**src/rtl/ehl_ahb_matrix_in_buf_if.sv**
```systemverilog
// rtl/ehl_ahb_matrix_in_buf_if.sv - master-side and output-stage bus bundle of one matrix input port
interface ehl_ahb_matrix_in_buf_if #(
    parameter int AW   = 32,
    parameter int DW   = 32,
    parameter int SNUM = 4
);
    logic                 remap;
    logic [SNUM-1:0]      route;
    logic [AW-1:0]        haddr;
    logic [1:0]           htrans;
    logic                 hwrite;
    logic [2:0]           hsize;
    logic [2:0]           hburst;
    logic [3:0]           hprot;
    logic                 om_hready;
    logic [1:0]           om_hresp;
    logic [DW-1:0]        om_hrdata;
    logic [AW-1:0]        os_haddr;
    logic                 os_hwrite;
    logic [2:0]           os_hsize;
    logic [2:0]           os_hburst;
    logic [3:0]           os_hprot;
    logic [2*SNUM-1:0]    os_htrans;
    logic [SNUM-1:0]      is_hgrant;
    logic [SNUM-1:0]      is_hready;
    logic [2*SNUM-1:0]    is_hresp;
    logic [DW*SNUM-1:0]   is_hrdata;

    // Input-stage view: receives the master bus and slave responses.
    modport slave (
        input  remap, route, haddr, htrans, hwrite, hsize, hburst, hprot,
        input  is_hgrant, is_hready, is_hresp, is_hrdata,
        output om_hready, om_hresp, om_hrdata,
        output os_haddr, os_hwrite, os_hsize, os_hburst, os_hprot, os_htrans
    );

    // Environment view: master plus output stages.
    modport master (
        output remap, route, haddr, htrans, hwrite, hsize, hburst, hprot,
        output is_hgrant, is_hready, is_hresp, is_hrdata,
        input  om_hready, om_hresp, om_hrdata,
        input  os_haddr, os_hwrite, os_hsize, os_hburst, os_hprot, os_htrans
    );
endinterface

```
**src/rtl/ehl_ahb_matrix_in_buf.sv**
```systemverilog
// rtl/ehl_ahb_matrix_in_buf.sv - AHB matrix input stage: decode, hold buffer, response mux, default slave
module ehl_ahb_matrix_in_buf #(
    parameter int AW   = 32,
    parameter int DW   = 32,
    parameter int SNUM = 4,
    parameter logic [SNUM*AW-1:0] SLV_BASE  = '0,
    parameter logic [SNUM*AW-1:0] SLV_MASK  = '0,
    parameter logic [SNUM*AW-1:0] RSLV_BASE = '0,
    parameter logic [SNUM*AW-1:0] RSLV_MASK = '0
) (
    input logic                   hclk,
    input logic                   hreset,
    ehl_ahb_matrix_in_buf_if.slave bus
);
    localparam int SW = (SNUM > 1) ? $clog2(SNUM) : 1;
    localparam logic [1:0] HT_NONSEQ = 2'b10;

    typedef enum logic [2:0] {S_IDLE, S_HOLD, S_DATA, S_ERR1, S_ERR2} state_t;

    state_t        r_state;
    logic [SW-1:0] r_sel_d;
    logic [SW-1:0] r_hold_sel;
    logic [AW-1:0] r_hold_addr;
    logic          r_hold_write;
    logic [2:0]    r_hold_size;
    logic [2:0]    r_hold_burst;
    logic [3:0]    r_hold_prot;

    logic [SW-1:0] w_sel;
    logic          w_mapped;
    logic          w_slot;
    logic          w_accept;

    // Address decode: lowest-index permitted slave whose masked address matches its base.
    always_comb begin
        w_sel    = '0;
        w_mapped = 1'b0;
        for (int i = SNUM - 1; i >= 0; i--) begin
            if (bus.route[i] &&
                ((bus.haddr & (bus.remap ? RSLV_MASK[i*AW +: AW] : SLV_MASK[i*AW +: AW])) ==
                 (bus.remap ? RSLV_BASE[i*AW +: AW] : SLV_BASE[i*AW +: AW]))) begin
                w_sel    = SW'(i);
                w_mapped = 1'b1;
            end
        end
    end

    // A new address phase can be taken whenever the master sees HREADY high.
    assign w_slot   = (r_state == S_IDLE) || (r_state == S_ERR2) ||
                      ((r_state == S_DATA) && bus.is_hready[r_sel_d]);
    assign w_accept = w_slot && bus.htrans[1] && !hreset;

    // Master-facing response: slave data phase, default-slave error, or zero-wait OKAY.
    always_comb begin
        bus.om_hready = 1'b1;
        bus.om_hresp  = 2'b00;
        bus.om_hrdata = '0;
        case (r_state)
            S_HOLD: bus.om_hready = 1'b0;
            S_DATA: begin
                bus.om_hready = bus.is_hready[r_sel_d];
                bus.om_hresp  = bus.is_hresp[r_sel_d*2 +: 2];
                bus.om_hrdata = bus.is_hrdata[r_sel_d*DW +: DW];
            end
            S_ERR1: begin
                bus.om_hready = 1'b0;
                bus.om_hresp  = 2'b01;
            end
            S_ERR2: bus.om_hresp = 2'b01;
            default: ;
        endcase
    end

    // Output-stage address phase: held copy while waiting for grant, else the live master bus.
    always_comb begin
        bus.os_haddr  = '0;
        bus.os_hwrite = 1'b0;
        bus.os_hsize  = '0;
        bus.os_hburst = '0;
        bus.os_hprot  = '0;
        bus.os_htrans = '0;
        if (!hreset) begin
            if (r_state == S_HOLD) begin
                bus.os_haddr  = r_hold_addr;
                bus.os_hwrite = r_hold_write;
                bus.os_hsize  = r_hold_size;
                bus.os_hburst = r_hold_burst;
                bus.os_hprot  = r_hold_prot;
                bus.os_htrans[r_hold_sel*2 +: 2] = HT_NONSEQ;
            end else begin
                bus.os_haddr  = bus.haddr;
                bus.os_hwrite = bus.hwrite;
                bus.os_hsize  = bus.hsize;
                bus.os_hburst = bus.hburst;
                bus.os_hprot  = bus.hprot;
                if (w_accept && w_mapped) begin
                    bus.os_htrans[w_sel*2 +: 2] = bus.htrans;
                end
            end
        end
    end

    // Transfer sequencing: grant/hold, data phase tracking and the two-cycle default-slave error.
    always_ff @(posedge hclk or posedge hreset) begin
        if (hreset) begin
            r_state      <= S_IDLE;
            r_sel_d      <= '0;
            r_hold_sel   <= '0;
            r_hold_addr  <= '0;
            r_hold_write <= 1'b0;
            r_hold_size  <= '0;
            r_hold_burst <= '0;
            r_hold_prot  <= '0;
        end else begin
            case (r_state)
                S_HOLD: begin
                    if (bus.is_hgrant[r_hold_sel]) begin
                        r_state <= S_DATA;
                        r_sel_d <= r_hold_sel;
                    end
                end
                S_ERR1: r_state <= S_ERR2;
                default: begin
                    if (w_slot) begin
                        if (!w_accept) begin
                            r_state <= S_IDLE;
                        end else if (!w_mapped) begin
                            r_state <= S_ERR1;
                        end else if (bus.is_hgrant[w_sel]) begin
                            r_state <= S_DATA;
                            r_sel_d <= w_sel;
                        end else begin
                            r_state      <= S_HOLD;
                            r_hold_sel   <= w_sel;
                            r_hold_addr  <= bus.haddr;
                            r_hold_write <= bus.hwrite;
                            r_hold_size  <= bus.hsize;
                            r_hold_burst <= bus.hburst;
                            r_hold_prot  <= bus.hprot;
                        end
                    end
                end
            endcase
        end
    end
endmodule

```
**src/flat_wrapper.sv**
```systemverilog
// flat-port wrapper written by rule: the top's interface ports become plain ports
module ehl_ahb_matrix_in_buf_flat 
#(
    parameter int AW   = 32,
    parameter int DW   = 32,
    parameter int SNUM = 4,
    parameter logic [SNUM*AW-1:0] SLV_BASE  = '0,
    parameter logic [SNUM*AW-1:0] SLV_MASK  = '0,
    parameter logic [SNUM*AW-1:0] RSLV_BASE = '0,
    parameter logic [SNUM*AW-1:0] RSLV_MASK = '0
)
  (hclk, hreset, bus_remap, bus_route, bus_haddr, bus_htrans, bus_hwrite, bus_hsize, bus_hburst, bus_hprot, bus_is_hgrant, bus_is_hready, bus_is_hresp, bus_is_hrdata, bus_om_hready, bus_om_hresp, bus_om_hrdata, bus_os_haddr, bus_os_hwrite, bus_os_hsize, bus_os_hburst, bus_os_hprot, bus_os_htrans);
  ehl_ahb_matrix_in_buf_if #(.AW(AW), .DW(DW), .SNUM(SNUM)) bus_i ();
  input logic hclk;
  input logic hreset;
  input wire logic [$bits(bus_i.remap)-1:0] bus_remap;
  input wire logic [$bits(bus_i.route)-1:0] bus_route;
  input wire logic [$bits(bus_i.haddr)-1:0] bus_haddr;
  input wire logic [$bits(bus_i.htrans)-1:0] bus_htrans;
  input wire logic [$bits(bus_i.hwrite)-1:0] bus_hwrite;
  input wire logic [$bits(bus_i.hsize)-1:0] bus_hsize;
  input wire logic [$bits(bus_i.hburst)-1:0] bus_hburst;
  input wire logic [$bits(bus_i.hprot)-1:0] bus_hprot;
  input wire logic [$bits(bus_i.is_hgrant)-1:0] bus_is_hgrant;
  input wire logic [$bits(bus_i.is_hready)-1:0] bus_is_hready;
  input wire logic [$bits(bus_i.is_hresp)-1:0] bus_is_hresp;
  input wire logic [$bits(bus_i.is_hrdata)-1:0] bus_is_hrdata;
  output wire logic [$bits(bus_i.om_hready)-1:0] bus_om_hready;
  output wire logic [$bits(bus_i.om_hresp)-1:0] bus_om_hresp;
  output wire logic [$bits(bus_i.om_hrdata)-1:0] bus_om_hrdata;
  output wire logic [$bits(bus_i.os_haddr)-1:0] bus_os_haddr;
  output wire logic [$bits(bus_i.os_hwrite)-1:0] bus_os_hwrite;
  output wire logic [$bits(bus_i.os_hsize)-1:0] bus_os_hsize;
  output wire logic [$bits(bus_i.os_hburst)-1:0] bus_os_hburst;
  output wire logic [$bits(bus_i.os_hprot)-1:0] bus_os_hprot;
  output wire logic [$bits(bus_i.os_htrans)-1:0] bus_os_htrans;
  assign bus_i.remap = bus_remap;
  assign bus_i.route = bus_route;
  assign bus_i.haddr = bus_haddr;
  assign bus_i.htrans = bus_htrans;
  assign bus_i.hwrite = bus_hwrite;
  assign bus_i.hsize = bus_hsize;
  assign bus_i.hburst = bus_hburst;
  assign bus_i.hprot = bus_hprot;
  assign bus_i.is_hgrant = bus_is_hgrant;
  assign bus_i.is_hready = bus_is_hready;
  assign bus_i.is_hresp = bus_is_hresp;
  assign bus_i.is_hrdata = bus_is_hrdata;
  assign bus_om_hready = bus_i.om_hready;
  assign bus_om_hresp = bus_i.om_hresp;
  assign bus_om_hrdata = bus_i.om_hrdata;
  assign bus_os_haddr = bus_i.os_haddr;
  assign bus_os_hwrite = bus_i.os_hwrite;
  assign bus_os_hsize = bus_i.os_hsize;
  assign bus_os_hburst = bus_i.os_hburst;
  assign bus_os_hprot = bus_i.os_hprot;
  assign bus_os_htrans = bus_i.os_htrans;
  ehl_ahb_matrix_in_buf #(.AW(AW), .DW(DW), .SNUM(SNUM), .SLV_BASE(SLV_BASE), .SLV_MASK(SLV_MASK), .RSLV_BASE(RSLV_BASE), .RSLV_MASK(RSLV_MASK)) u_core (.hclk(hclk), .hreset(hreset), .bus(bus_i));
endmodule
```
**config.mk**
```make
export PLATFORM = sky130hd
export DESIGN_NAME = ehl_ahb_matrix_in_buf_flat
export DESIGN_NICKNAME = d
export VERILOG_FILES = /design/src/rtl/ehl_ahb_matrix_in_buf_if.sv /design/src/rtl/ehl_ahb_matrix_in_buf.sv /design/src/flat_wrapper.sv
export SDC_FILE = /design/constraint.sdc
export NUM_CORES = 1
export LEC_CHECK = 0
export ABC_CLOCK_PERIOD_IN_PS = 2500
export BUFFER_PORTS_ARGS = -buffer_cell sky130_fd_sc_hd__clkbuf_2
export CORE_ASPECT_RATIO = 0.7
export CORE_MARGIN = 1.5
export CORE_UTILIZATION = 39
export CTS_CLUSTER_SIZE = 10
export DETAILED_ROUTE_END_ITERATION = 10
export HOLD_SLACK_MARGIN = 0.05
export MAX_ROUTING_LAYER = met4
export PLACE_DENSITY_LB_ADDON = 0.3
export RECOVER_POWER = 50
export SYNTH_ARGS = -nofsm -noshare
export SYNTH_HDL_FRONTEND = slang
export SYNTH_SLANG_ARGS = --single-unit
```
**constraint.sdc**
```tcl
create_clock -name hclk -period 2.5 [get_ports hclk]
set_input_delay 0.5 -clock hclk [delete_from_list [all_inputs] [get_ports hclk]]
set_output_delay 0.5 -clock hclk [all_outputs]
set_load 0.05 [all_outputs]
```
Word level (Yosys, flattened, before mapping)
Cells that the tools add are included.
{"block": "word_totals", "regBits": 50, "input_bits": 196}
{"block": "op_classes", "add_sub_neg": 2, "order_cmp": 3, "n_eq_ne": 5, "shifts": 6, "muxes": 42, "bitwise_logic": 5, "n_reduce_logical": 18}
{"op": "$shiftx A128 B8 Y32", "count": 1}
{"op": "$mux W32", "count": 3}
{"op": "$neg A3 Y34", "count": 2}
{"op": "$shift A2 B34 Y8 const A", "count": 2}
{"op": "$shiftx A2 B34 Y8", "count": 1}
{"op": "$shiftx A2 B34 Y8 const A", "count": 1}
{"op": "$mux W3", "count": 8}
{"op": "$mux W8", "count": 3}
{"op": "$mux W2", "count": 10}
{"op": "$and A8 B8 Y8", "count": 2}
{"op": "$lt A2 B3 Y1 const B", "count": 3}
{"op": "$mux W1", "count": 9}
{"op": "$mux W4", "count": 2}
{"op": "$pmux W2 S2", "count": 2}
{"op": "$reduce_bool A2 Y1", "count": 4}
{"op": "$shiftx A8 B4 Y2", "count": 1}
{"op": "$bmux W1 S2", "count": 3}
{"op": "$eq A3 B2 Y1 const B", "count": 2}
{"op": "$pmux W3 S2", "count": 1}
{"op": "$reduce_and A6 Y1", "count": 1}
{"op": "$reduce_and A5 Y1", "count": 1}
{"op": "$logic_and A1 B1 Y1", "count": 4}
{"op": "$reduce_or A2 Y1", "count": 2}
{"op": "$eq A3 B1 Y1 const B", "count": 1}
{"op": "9 further kinds", "count": 12}

Depth between registers and ports, before layout
Gate-level depths: netlist of run 1.
{"block": "logic_depth", "ltp_word": 11, "ltp_mapped": 8, "ltp_nobuf": 8}

Worst setup path after synthesis of run 1
Ideal clock, no wire load.
{"block": "synth_path", "path_type": "input to output", "startpoint": "input port hreset", "endpoint": "output port bus_os_htrans[2]", "arrival_ps": 2664, "required_time_ps": 2000, "slack_ps": -664, "stages": 3, "path_buffers": 0, "cell_sequence": "inv_1 > nand3_1 > nor2b_1"}
{"block": "synth_between", "elab_chain_cells": 6}
{"item": "start: declaration", "line": "flat_wrapper.sv:15", "text": "input logic hreset;"}
{"item": "$logic_not A1 Y1", "line": "ehl_ahb_matrix_in_buf.sv:51", "text": "assign w_accept = w_slot && bus.htrans[1] && !hreset;"}
{"item": "$logic_and A1 B1 Y1", "line": "ehl_ahb_matrix_in_buf.sv:51"}
{"item": "$logic_and A1 B1 Y1", "line": "ehl_ahb_matrix_in_buf.sv:96", "text": "if (w_accept && w_mapped) begin"}
{"item": "$mux W8", "line": "ehl_ahb_matrix_in_buf.sv:96"}
{"item": "$mux W8", "line": "ehl_ahb_matrix_in_buf.sv:83", "text": "if (r_state == S_HOLD) begin"}
{"item": "$mux W8 *", "line": "ehl_ahb_matrix_in_buf.sv:82", "text": "if (!hreset) begin"}
{"item": "end: declaration", "line": "flat_wrapper.sv:36", "text": "output wire logic [$bits(bus_i.os_htrans)-1:0] bus_os_htrans;"}
Mark *: on every way between the ends. The rest lies on a longest branch, timed or not.

Final worst setup path of run 1
{"block": "layout_path", "startpoint": "register u_core.r_sel_d[0]", "endpoint": "output port bus_os_htrans[7]"}
{"block": "layout_between", "elab_chain_cells": 10}
{"item": "start: declaration", "line": "ehl_ahb_matrix_in_buf.sv:21", "text": "logic [SW-1:0] r_sel_d;"}
{"item": "start signal: assignment", "line": "ehl_ahb_matrix_in_buf.sv:119", "text": "r_sel_d <= r_hold_sel;"}
{"item": "start signal: assignment", "line": "ehl_ahb_matrix_in_buf.sv:131", "text": "r_sel_d <= w_sel;"}
{"item": "$bmux W1 S2", "line": "ehl_ahb_matrix_in_buf.sv:50", "text": "((r_state == S_DATA) && bus.is_hready[r_sel_d]);"}
{"item": "$mux W1 (not written as such)", "line": "ehl_ahb_matrix_in_buf.sv:50"}
{"item": "$logic_and A1 B1 Y1", "line": "ehl_ahb_matrix_in_buf.sv:50"}
{"item": "$logic_or A1 B1 Y1", "line": "ehl_ahb_matrix_in_buf.sv:49", "text": "assign w_slot = (r_state == S_IDLE) || (r_state == S_ERR2) ||"}
{"item": "$logic_and A1 B1 Y1 (2 in a row)", "line": "ehl_ahb_matrix_in_buf.sv:51"}
{"item": "$logic_and A1 B1 Y1", "line": "ehl_ahb_matrix_in_buf.sv:96"}
{"item": "$mux W8", "line": "ehl_ahb_matrix_in_buf.sv:96"}
{"item": "$mux W8", "line": "ehl_ahb_matrix_in_buf.sv:83"}
{"item": "$mux W8", "line": "ehl_ahb_matrix_in_buf.sv:82"}
Every way passes these cells. The select of a mux whose other input is x is not followed.

==> summary.log, run 1 <==
qor: power_and_ir_drop.vdd_drop_max 534 µV
qor: outcome.failing_checks setup timing
qor: synth.synth.top_cells.by_area sky130_fd_sc_hd__dfrtp_1 (30%), sky130_fd_sc_hd__mux4_2 (19%), sky130_fd_sc_hd__mux2_4 (14%), sky130_fd_sc_hd__nand2_1 (8.2%), sky130_fd_sc_hd__a21oi_1 (5.9%)
qor: worst_hold_path.hold_path_class primary input to register
qor: setup_path.regToRegStartpoint u_core.r_sel_d[0]
qor: drt.drt.antenna.violating_nets 0
qor: worst_hold_path.hold_ep u_core.r_hold_addr[6]
qor: cts.cts_sink_count 50
qor: finish.fillCellCount 896
qor: cts.clock_path_buffers 2
qor: setup_path.r2r.worst_path.cells 5
qor: power_and_ir_drop.leakagePower 0.00331 µW
qor: global_routing.first_global_vias 4436
qor: sta.worst_slew_margin_rel 14.9%
qor: setup_path.cp.arrival 2.11 ns
qor: drt.initialDrtViolationCount 218
qor: finish.commonest_non_fill_non_tap_cell_in_the_layout sky130_fd_sc_hd__clkbuf_2
qor: sta.final.setup.worst_slack -0.112 ns
qor: synth.post_synth_inst_count 410
qor: cts.clk_pin_slew_worst_paths 0.06 ns
qor: sta.layout_min_cycle_time 2.61 ns
qor: sta.hold-worst-slack 0.458 ns
qor: sta.final.setup.tns -0.259 ns
qor: power_and_ir_drop.power_report.internal_total 3640 µW
qor: sta.grt_setup_unrepaired yes
qor: setup_path.critical_path.startpoint_type register
qor: die.core_region_area 10400 µm²
qor: finish.finish.instance_area 6590 µm²
qor: die.starting_density_of_the_core 40.3%
qor: placement.dp.final_hpwl 11400 µm
qor: sta.final_hold_viols 0
qor: power_and_ir_drop.total_power 6730 µW
qor: drt.detailedRoute.firstPassIterationCount 4
qor: sta.worst_slew_pin_slew 1.28 ns
qor: power_and_ir_drop.p_per_area 1020 nW/µm²
qor: placement.io_buffer_count 280
qor: setup_path.critPathRequiredTime 2.00 ns
qor: sta.finalSetupViolations 5
qor: synth.synth_top_cell_by_area sky130_fd_sc_hd__dfrtp_1
qor: drt.dr_total_vias 4397
qor: global_routing.grt_start_max_net_pins 51
qor: cts.clock-root-buffer sky130_fd_sc_hd__clkbuf_16
qor: global_routing.wire_length_of_the_first_global_routing_pass 22900 µm
qor: global_routing.globalRoute.totalOverflow 0
qor: drt.route.detailed.vias_per_inst 5.34
qor: power_and_ir_drop.power.switching 3090 µW
qor: placement.dpl-instance-area 6260 µm²
qor: die.pin_count 282
qor: die.fp.dieArea 11400 µm²
qor: finish.final_net_count 891
qor: synth.synth-seq-cells 50
qor: setup_path.crit_fanout 4
qor: global_routing.initial_antenna_violation_count 0
qor: run.drv.max_cap_violation_count 0
qor: cts.total_of_hold_buffers_inserted_after_clock_tree_synthesis 0
qor: cts.htreeDepth 2
qor: global_routing.track_usage 26.1%
qor: synth.synthesis.nets 609
qor: drt.drc 0
qor: power_and_ir_drop.power.switching_fraction 45.9%
qor: placement.place_congestion 0.845
qor: setup_path.setup.worst_path.end_class primary output
qor: sta.fmax 0.383 GHz
qor: drt.postRouteWirelength 14800 µm
qor: setup_path.setup.reg_to_reg.worst_slack 0.05 ns
qor: cts.tritoncts yes
qor: setup_path.reg_to_reg_end u_core.r_hold_addr[12]
qor: worst_hold_path.hold_depth 2
qor: power_and_ir_drop.clockPowerShare 9.7%
qor: power_and_ir_drop.part_of_the_power_in_registers 22.0%
qor: cts.cts-buffers-inserted 5
qor: cts.clkLatencyLatePin 0.29 ns
qor: sta.number_of_max_slew_violations_in_the_final_report 0
qor: worst_hold_path.worst_hold_startpoint bus_haddr[6]
qor: finish.final_cell_mix sky130_fd_sc_hd__clkbuf_2 (228), sky130_fd_sc_hd__nand2_1 (92), sky130_fd_sc_hd__dfrtp_1 (48)
qor: synth.netlist_area 4190 µm²
qor: die.chipWidth 127 µm
qor: synth.ys.warnings.count 0
qor: drt.wire_per_inst 18.0 µm
qor: synth.yosys.area.top_type_share 29.9%
qor: finish.final_layout_size_suffix_gt1_share 68.6%
qor: synth.synth.yosys.seq_area_share 29.9%
qor: sta.timing.clock.skew 0.00494 ns
qor: setup_path.timing.setup.critical_path_class register to primary output
qor: power_and_ir_drop.share_comb_of_total_power 68.2%
qor: die.std_cell_rows 31
qor: sta.post-route-period-util 104%
qor: synth.synthesis.area_per_instance 10.2 µm²
qor: outcome.outcome finished, violations left
qor: synth.yosysUniqueCellTypes 46
qor: finish.area_added_between_synthesis_and_finish 57.3%
qor: die.dieHeight 89.7 µm
qor: finish.antenna_cells_inserted 0
## metrics by stage
| step | setup WS [ns] | utilization (%) | std cells |
|---|---|---|---|
| after global routing | -0.173 | 63.4 | 824 |
| after floorplan | 0.0154 | - | 410 |
| after detailed placement | -0.305 | 60.2 | 812 |
| final | -0.112 | 63.4 | 824 |
| after global placement | -0.249 | 60.2 | 812 |
| after CTS | -0.126 | 62.5 | 820 |
## power groups by stage
stage	sequential [µW]	clock, µW	combinational [µW]
floorplan	1390	0	3400
global placement	1470	0	4420
detailed placement	1480	0	4510
CTS	1470	674	4550
global route	1520	715	4850
finish	1480	656	4590
## worst max-delay path, stage by stage (launching register included)
cell                      delay (ns)
sky130_fd_sc_hd__dfrtp_2        0.43
sky130_fd_sc_hd__mux4_2         0.39
sky130_fd_sc_hd__o211a_4        0.22
sky130_fd_sc_hd__nand2_8        0.08
sky130_fd_sc_hd__or3_4          0.40
sky130_fd_sc_hd__a21oi_4        0.15
sky130_fd_sc_hd__buf_12         0.16
## cells in the mapped netlist, drive strengths merged
| library cell | count |
|---|---|
| a211o | 1 |
| a21boi | 1 |
| a21o | 1 |
| a21oi | 49 |
| a2bb2oi | 2 |
| a311oi | 1 |
| a31oi | 1 |
| and2 | 1 |
| and2b | 1 |
| and3 | 34 |
| and3b | 1 |
| buf | 11 |
| clkbuf | 26 |
| dfrtp | 50 |
| ha | 3 |
| inv | 5 |
| mux2 | 44 |
| mux2i | 1 |
| mux4 | 36 |
| nand2 | 93 |
| nand2b | 1 |
| nand3 | 6 |
| nand3b | 1 |
| nand4 | 1 |
| nand4b | 1 |
| nor2 | 14 |
| nor2b | 3 |
| nor3 | 2 |
| nor3b | 2 |
| o211a | 1 |
| o211ai | 2 |
| o21ai | 5 |
| o21ba | 1 |
| o21bai | 2 |
| o22ai | 2 |
| o32a | 1 |
| or2 | 1 |
| or2b | 1 |
| or3 | 1 |
## flip-flops by register name, summed over array words and instances (netlist names)
register and cells:
u_core.r_hold_sel 2, u_core.r_state 3, u_core.r_sel_d 2, u_core.r_hold_size 3
u_core.r_hold_prot 4, u_core.r_hold_burst 3, u_core.r_hold_write 1, u_core.r_hold_addr 32
## cell families (layout without fill, tap and decap cells)
| group | Yosys count | count (layout) | share of synthesized area [%] |
|---|---|---|---|
| adder cells (fa/ha/maj) | 3 | 3 | 0.896 |
| flip-flops | 50 | 50 | 29.9 |
| multiplexers | 81 | 81 | 34.9 |
| AO/OA/AOI/OAI | 70 | 70 | 9.70 |
| buffers and inverters | 42 | 324 | 5.67 |
| AND/OR/NAND/NOR | 164 | 164 | 19.0 |
## layout make-up
type                       instances  area [µm²]  share of cell area (%)
clock buffer                       6         129                    1.96
clock inverter                     1        7.51                   0.114
inverter                           5        22.5                   0.342
multi-input combinational        318        3030                    46.0
sequential                        50        1250                    19.0
tap                              132         165                    2.51
timing repair buffer             312        1980                    30.1
## how the worst max path moves through the flow
stage	slack (ns)	endpoint	from	cells after the start
after floorplan	0.02	bus_os_htrans[7]	bus_route[3]	7
after global placement	-0.25	u_core.r_hold_addr[12]	bus_is_hgrant[0]	6
after detailed placement	-0.30	u_core.r_hold_addr[12]	bus_is_hgrant[0]	6
after CTS	-0.13	bus_os_htrans[7]	u_core.r_sel_d[0]	6
after global routing	-0.17	bus_os_htrans[7]	u_core.r_sel_d[0]	6
final	-0.11	bus_os_htrans[7]	u_core.r_sel_d[0]	6
## layer usage
metal  part of all wire [%]  GRT usage [%]  wire length [µm]
met1                     45           36.9              6630
met2                     48           39.6              7070
met3                    5.6           4.40               835
met4                    1.8           5.49               264
met5                      0              -                 0
## repair_timing
action | 4_1_cts | 5_1_grt
endpoints found under the setup margin | 51 | 108
buffers inserted | 1 | 4
gates resized for setup | 24 | 51
pin swaps | 7 | 7
Note: power is estimated with default switching activity, not from simulation.
==> inputs of run 2 (changes only) <==
Settings changed: CAP_MARGIN from default to 20, SKIP_CTS_REPAIR_TIMING from default to 1.
==> run 2 against run 1 <==
The run still ends with setup timing left. Combinational power about the same. Maximum frequency is 0.11% lower. Die area is the same. Via count decreased by 0.68%. Cell count down 0.24%. Utilization shrank 0.14 points. Sequential share of layout area hardly changed. Power is 0.11% higher. Global-route usage shrank 0.45 points. Clock skew shrank 0.0025 ns. Critical endpoint is now bus_os_htrans[3]. Largest cell class unchanged. Highest routed layer unchanged.
==> summary.log, run 2 (synthesized netlist as in run 1, its figures left out) <==
qor: outcome.outcome finished, violations left
qor: outcome.failing_checks setup timing
qor: cts.cts_sink_count 50 [unchanged]
qor: setup_path.reg_to_reg_end u_core.r_hold_addr[12]
qor: drt.drt.antenna.violating_nets 0 [unchanged]
qor: placement.place_congestion 0.845 [unchanged]
qor: global_routing.track_usage 25.6% [-0.45 points]
qor: die.fp.dieArea 11400 µm² [unchanged]
qor: power_and_ir_drop.vdd_drop_max 534 µV [about the same]
qor: global_routing.wire_length_of_the_first_global_routing_pass 22500 µm [-1.7%]
qor: setup_path.setup.reg_to_reg.worst_slack 0 ns [-0.05 ns]
qor: worst_hold_path.hold_ep u_core.r_hold_addr[6]
qor: finish.post-route-util 63.3% [-0.14 points]
qor: cts.cts-buffers-inserted 5 [unchanged]
qor: drt.detailedRoute.firstPassIterationCount 4 [unchanged]
qor: setup_path.crit_fanout 4 [unchanged]
qor: run.drv.max_cap_violation_count 0 [unchanged]
qor: global_routing.globalRoute.totalOverflow 0 [unchanged]
qor: die.std_cell_rows 31 [unchanged]
qor: drt.dr_total_vias 4367 [-0.68%]
qor: sta.hold-worst-slack 0.455 ns [-0.00313 ns]
qor: global_routing.grt_start_max_net_pins 51 [unchanged]
qor: finish.antenna_cells_inserted 0 [unchanged]
qor: power_and_ir_drop.share_comb_of_total_power 68.3% [about the same]
qor: global_routing.first_global_vias 4345 [-2.1%]
qor: die.dieHeight 89.7 µm [unchanged]
qor: finish.area_added_between_synthesis_and_finish 56.9%
qor: power_and_ir_drop.total_power 6740 µW [+0.11%]
qor: finish.final_net_count 889 [-0.22%]
qor: setup_path.setup.worst_path.end_class primary output
qor: power_and_ir_drop.clockPowerShare 9.8% [about the same]
qor: worst_hold_path.worst_hold_startpoint bus_haddr[6]
qor: power_and_ir_drop.power.switching_fraction 45.7% [-0.25 points]
qor: cts.clkLatencyLatePin 0.29 ns [about the same]
qor: sta.number_of_max_slew_violations_in_the_final_report 0 [unchanged]
qor: worst_hold_path.hold_depth 2 [unchanged]
qor: die.core_region_area 10400 µm² [unchanged]
qor: power_and_ir_drop.p_per_area 1020 nW/µm² [+0.34%]
qor: setup_path.timing.setup.critical_path_class primary input to primary output
qor: drt.initialDrtViolationCount 275 [+26%]
qor: cts.clock-root-buffer sky130_fd_sc_hd__clkbuf_16
qor: sta.final_hold_viols 0 [unchanged]
qor: setup_path.critical_path.startpoint_type primary input
qor: finish.finish.instance_area 6580 µm² [-0.23%]
qor: placement.dp.final_hpwl 11400 µm [unchanged]
qor: sta.finalSetupViolations 6 [+1]
qor: setup_path.regToRegStartpoint u_core.r_sel_d[0]
qor: global_routing.initial_antenna_violation_count 0 [unchanged]
qor: placement.dpl-instance-area 6260 µm² [unchanged]
qor: sta.post-route-period-util 105% [+0.11 points]
qor: power_and_ir_drop.part_of_the_power_in_registers 22.0% [about the same]
qor: finish.largest_register u_core.r_hold_addr
qor: power_and_ir_drop.power.switching 3080 µW [-0.44%]
qor: setup_path.cp.arrival 2.11 ns [about the same]
qor: drt.drc 0 [unchanged]
qor: drt.wire_per_inst 17.8 µm [-1.1%]
qor: die.chipWidth 127 µm [unchanged]
qor: cts.tritoncts yes
qor: sta.grt_setup_unrepaired yes
qor: cts.clock_path_buffers 2 [unchanged]
qor: sta.final.setup.worst_slack -0.115 ns [-0.00280 ns]
qor: finish.commonest_non_fill_non_tap_cell_in_the_layout sky130_fd_sc_hd__clkbuf_2
qor: setup_path.critPathRequiredTime 2.00 ns [about the same]
qor: die.starting_density_of_the_core 40.3% [unchanged]
qor: sta.worst_slew_margin_rel 16.1% [+1.2 points]
qor: worst_hold_path.hold_path_class primary input to register
qor: finish.layout_top_registers u_core.r_hold_addr x32, u_core.r_hold_prot x4
qor: setup_path.r2r.worst_path.cells 5 [unchanged]
qor: finish.largest_register_ffs 32 [unchanged]
qor: placement.io_buffer_count 280 [unchanged]
qor: placement.post-place-ws -0.305 ns [unchanged]
qor: drt.postRouteWirelength 14600 µm [-1.4%]
qor: cts.clk_pin_slew_worst_paths 0.06 ns [about the same]
qor: finish.final_cell_mix sky130_fd_sc_hd__clkbuf_2 (201), sky130_fd_sc_hd__nand2_1 (92), sky130_fd_sc_hd__dfrtp_1 (49)
qor: power_and_ir_drop.power_report.internal_total 3660 µW [+0.58%]
qor: power_and_ir_drop.leakagePower 0.00330 µW [-0.23%]
qor: sta.worst_slew_pin_slew 1.26 ns [-0.0174 ns]
qor: sta.fmax 0.382 GHz [-0.11%]
qor: sta.timing.clock.skew 0.00248 ns [-0.00245 ns]
qor: cts.htreeDepth 2 [unchanged]
qor: sta.layout_min_cycle_time 2.61 ns [+0.00280 ns]
qor: die.pin_count 282 [unchanged]
qor: finish.final_layout_size_suffix_gt1_share 68.0% [-0.67 points]
qor: drt.route.detailed.vias_per_inst 5.31 [-0.44%]
## run 2: worst max-delay path, stage by stage
cell and delay, ns:
sky130_fd_sc_hd__clkbuf_2 0.14, sky130_fd_sc_hd__buf_4 0.16, sky130_fd_sc_hd__o21ai_4 0.20, sky130_fd_sc_hd__ha_4 0.24, sky130_fd_sc_hd__nor2_1 0.17, sky130_fd_sc_hd__and3_4 0.22, sky130_fd_sc_hd__nand4_1 0.11, sky130_fd_sc_hd__a21oi_2 0.21
sky130_fd_sc_hd__buf_12 0.17
## run 2: cell type report
class,instances,area [µm²]
Multi-Input combinational cell,318,3000
Sequential cell,50,1250
Timing Repair Buffer,310,2000
Fill cell,890,3820
Inverter,5,22.5
Clock inverter,1,7.51
Tap cell,132,165
Clock buffer,6,129
## run 2: worst max path at each step
stage	startpoint	end	depth (start not counted)
after floorplan	bus_route[3]	bus_os_htrans[7]	7
after global placement	bus_is_hgrant[0]	u_core.r_hold_addr[12]	6
after detailed placement	bus_is_hgrant[0]	u_core.r_hold_addr[12]	6
after CTS	bus_route[2]	bus_os_htrans[3]	9
after global routing	bus_route[3]	bus_os_htrans[3]	10
final	bus_route[2]	bus_os_htrans[3]	9
## run 2: per-layer routing
metal / vias up / wire [µm] / global-route usage [%] / part of all wire, %
met2: 170 / 6930 / 38.5 / 47
met5: - / 0 / - / 0
met4: 0 / 266 / 5.49 / 1.8
met3: 20 / 873 / 4.40 / 6.0
li1: 2043 / - / - / -
met1: 2134 / 6530 / 36.5 / 45
## run 2: metrics by stage
| stage | TNS, ns | instances |
|---|---|---|
| after floorplan | 0 | 410 |
| after detailed placement | -10.98 | 812 |
| after CTS | -3.07 | 819 |
| final | -0.333 | 822 |
| after global routing | -2.27 | 822 |
| after global placement | -9.03 | 812 |
## run 2: power groups by stage
stage	logic (µW)	registers [µW]	clock network [µW]
3_3_place_gp	4420	1470	0
2_1_floorplan	3400	1390	0
5_1_grt	4860	1520	715
3_5_place_dp	4510	1480	0
6_report	4600	1480	658
4_1_cts	4530	1470	674
==> inputs of run 3 (changes only) <==
Settings changed: CORE_ASPECT_RATIO 0.7 to 0.75.
==> run 3 against run 2 <==
The flow still finishes with violations (setup timing). Highest routed layer unchanged. Largest power group unchanged. Power increased by 12%. Design area up 7.3%. Critical endpoint is now bus_os_htrans[5]. Setup slack got worse by 0.0075 ns. Worst hold slack worse by 0.0081 ns.
==> summary.log, run 3 (synthesized netlist as in run 1, its figures left out) <==
qor: sta.grt_setup_unrepaired yes
qor: setup_path.timing.critical_path.from u_core.r_sel_d[0]
qor: worst_hold_path.hold_depth 2 [unchanged]
qor: power_and_ir_drop.leakagePower 0.00341 µW [+3.5%]
qor: cts.clk_pin_slew_worst_paths 0.07 ns [about the same]
qor: drt.wl_met3 877 µm [+0.46%]
qor: setup_path.regToRegStartpoint u_core.r_sel_d[0]
qor: placement.place_inst 818 [+0.74%]
qor: setup_path.crit_fanout 4 [unchanged]
qor: drt.dr_total_vias 4365 [-0.046%]
qor: setup_path.critical_path.startpoint_type register
qor: run.drv.max_cap_violation_count 0 [unchanged]
qor: drt.routed-wl-met2 7680 µm [+11%]
qor: drt.route.detailed.vias_per_inst 5.18 [-2.4%]
qor: die.chipWidth 123 µm [-3.3%]
qor: sta.final.setup.tns -0.423 ns [-0.0901 ns]
qor: drt.wire_per_inst 18.3 µm [+2.8%]
qor: sta.number_of_max_slew_violations_in_the_final_report 0 [unchanged]
qor: sta.timing.clock.skew 0.00415 ns [+0.00167 ns]
qor: setup_path.cp.arrival 2.12 ns [about the same]
qor: finish.final_net_count 904 [+1.7%]
qor: finish.layout_top_registers u_core.r_hold_addr x32, u_core.r_hold_prot x4
qor: cts.tritoncts yes
qor: finish.largest_register u_core.r_hold_addr
qor: die.std_cell_rows 32 [+3.2%]
qor: global_routing.track_usage 25.9% [+0.26 points]
qor: finish.commonest_non_fill_non_tap_cell_in_the_layout sky130_fd_sc_hd__clkbuf_2
qor: sta.layout_min_cycle_time 2.62 ns [+0.00755 ns]
qor: sta.worst_slew_pin_slew 1.26 ns [+0.00438 ns]
qor: cts.clock_path_buffers 2 [unchanged]
qor: cts.cts_sink_count 50 [unchanged]
qor: finish.antenna_cells_inserted 0 [unchanged]
qor: cts.clock-root-buffer sky130_fd_sc_hd__clkbuf_16
qor: drt.postRouteWirelength 15400 µm [+5.3%]
qor: finish.final_layout_size_suffix_gt1_share 72.5% [+4.6 points]
qor: setup_path.r2r.worst_path.cells 5 [unchanged]
qor: drt.initialDrtViolationCount 183 [-33%]
qor: power_and_ir_drop.vdd_drop_max 623 µV [+17%]
qor: sta.finalSetupViolations 8 [+2]
qor: placement.io_buffer_count 280 [unchanged]
qor: sta.final.setup.worst_slack -0.122 ns [-0.00755 ns]
qor: drt.top_layer_reached_by_signal_wires met4
qor: sta.final_hold_viols 0 [unchanged]
qor: placement.dp.final_hpwl 11900 µm [+4.4%]
qor: global_routing.first_global_vias 4286 [-1.4%]
qor: placement.place_congestion 0.814 [-3.7%]
qor: cts.htreeDepth 2 [unchanged]
qor: finish.finish.cell_count_without_fillers 842 [+2.4%]
qor: cts.clkLatencyLatePin 0.29 ns [about the same]
qor: finish.area_added_between_synthesis_and_finish 68.4%
qor: setup_path.timing.setup.critical_path_class register to primary output
qor: die.pin_count 282 [unchanged]
qor: outcome.failing_checks setup timing
qor: drt.wl_met1 6610 µm [+1.2%]
qor: die.core_region_area 10400 µm² [-0.24%]
qor: setup_path.critPathRequiredTime 2.00 ns [about the same]
qor: worst_hold_path.worst_hold_startpoint bus_hprot[0]
qor: global_routing.grt_start_max_net_pins 51 [unchanged]
qor: die.fp.dieArea 11400 µm² [about the same]
qor: die.dieHeight 92.8 µm [+3.4%]
qor: drt.drc 0 [unchanged]
qor: finish.fillCellCount 815 [-8.4%]
qor: power_and_ir_drop.p_per_area 1070 nW/µm² [+4.0%]
qor: finish.post-route-util 68.1% [+4.8 points]
qor: finish.final_cell_mix sky130_fd_sc_hd__clkbuf_2 (225), sky130_fd_sc_hd__nand2_1 (92), sky130_fd_sc_hd__dfrtp_1 (48)
qor: cts.cts-buffers-inserted 5 [unchanged]
qor: drt.drt.antenna.violating_nets 0 [unchanged]
qor: finish.largest_register_ffs 32 [unchanged]
qor: global_routing.initial_antenna_violation_count 0 [unchanged]
qor: sta.fmax 0.381 GHz [-0.29%]
qor: sta.worst_slew_margin_rel 15.8% [-0.29 points]
qor: die.starting_density_of_the_core 40.4% [+0.097 points]
qor: setup_path.setup.worst_path.end_class primary output
qor: global_routing.wire_length_of_the_first_global_routing_pass 22100 µm [-1.9%]
qor: drt.detailedRoute.firstPassIterationCount 4 [unchanged]
qor: worst_hold_path.hold_path_class primary input to register
qor: sta.post-route-period-util 105% [+0.30 points]
qor: outcome.outcome finished, violations left
qor: global_routing.globalRoute.totalOverflow 0 [unchanged]
[run 3: changes by cell type in the layout (fill, tap and decap cells not counted), moves of 14 or more]
cell / delta
sky130_fd_sc_hd__and3_1: -21
sky130_fd_sc_hd__and3_4: +21
sky130_fd_sc_hd__buf_12: +15
sky130_fd_sc_hd__buf_2: -18
sky130_fd_sc_hd__buf_4: +14
sky130_fd_sc_hd__clkbuf_2: +24
sky130_fd_sc_hd__clkbuf_4: -22
[run 3: per-stage QoR]
step	hold WS (ns)	cell area, µm²	worst slack [ns]	total power (µW)
after global placement	0.490	6500	-0.234	6180
final	0.447	7060	-0.122	7520
after detailed placement	0.492	6500	-0.281	6290
after CTS	0.441	6670	-0.182	7110
after floorplan	0.481	4410	0.0154	4780
after global routing	0.444	7060	-0.200	7900
[run 3: worst paths after layout]
path / end / slack [ns]
min in group asynchronous: u_core.r_hold_addr[18] / 1.22
max in group asynchronous: u_core.r_state[2] / 0.44
worst min-delay path: u_core.r_hold_prot[0] / 0.45
worst max-delay path: bus_os_htrans[5] / -0.12
worst max register to register: u_core.r_hold_addr[15] / 0.04
worst min register to register: u_core.r_hold_addr[15] / 0.51
[run 3: worst max-delay path, cell delays in order (launching register included)]
cell                      delay [ns]
sky130_fd_sc_hd__dfrtp_2        0.38
sky130_fd_sc_hd__mux4_2         0.56
sky130_fd_sc_hd__o211a_4        0.31
sky130_fd_sc_hd__nand2_8        0.09
sky130_fd_sc_hd__buf_6          0.09
sky130_fd_sc_hd__o32a_1         0.15
sky130_fd_sc_hd__nor2_2         0.07
sky130_fd_sc_hd__buf_12         0.19
[run 3: power breakdown]
group	total, µW	switching [µW]	internal (µW)
Combinational	5240	2680	2560
Clock	789	315	474
Sequential	1490	280	1210
[run 3: per-layer routing]
metal | vias up | GRT usage [%]
met5 | - | -
met4 | 0 | 5.23
met1 | 2121 | 34.6
li1 | 2084 | -
met2 | 143 | 40.8
met3 | 17 | 5.36
[run 3: final cells by class]
type | count | area [µm²] | share of cell area, %
sequential | 50 | 1250 | 17.8
timing repair buffer | 325 | 2320 | 32.9
inverter | 5 | 22.5 | 0.319
tap | 136 | 170 | 2.41
clock inverter | 3 | 43.8 | 0.621
clock buffer | 5 | 125 | 1.77
multi-input combinational | 318 | 3120 | 44.2
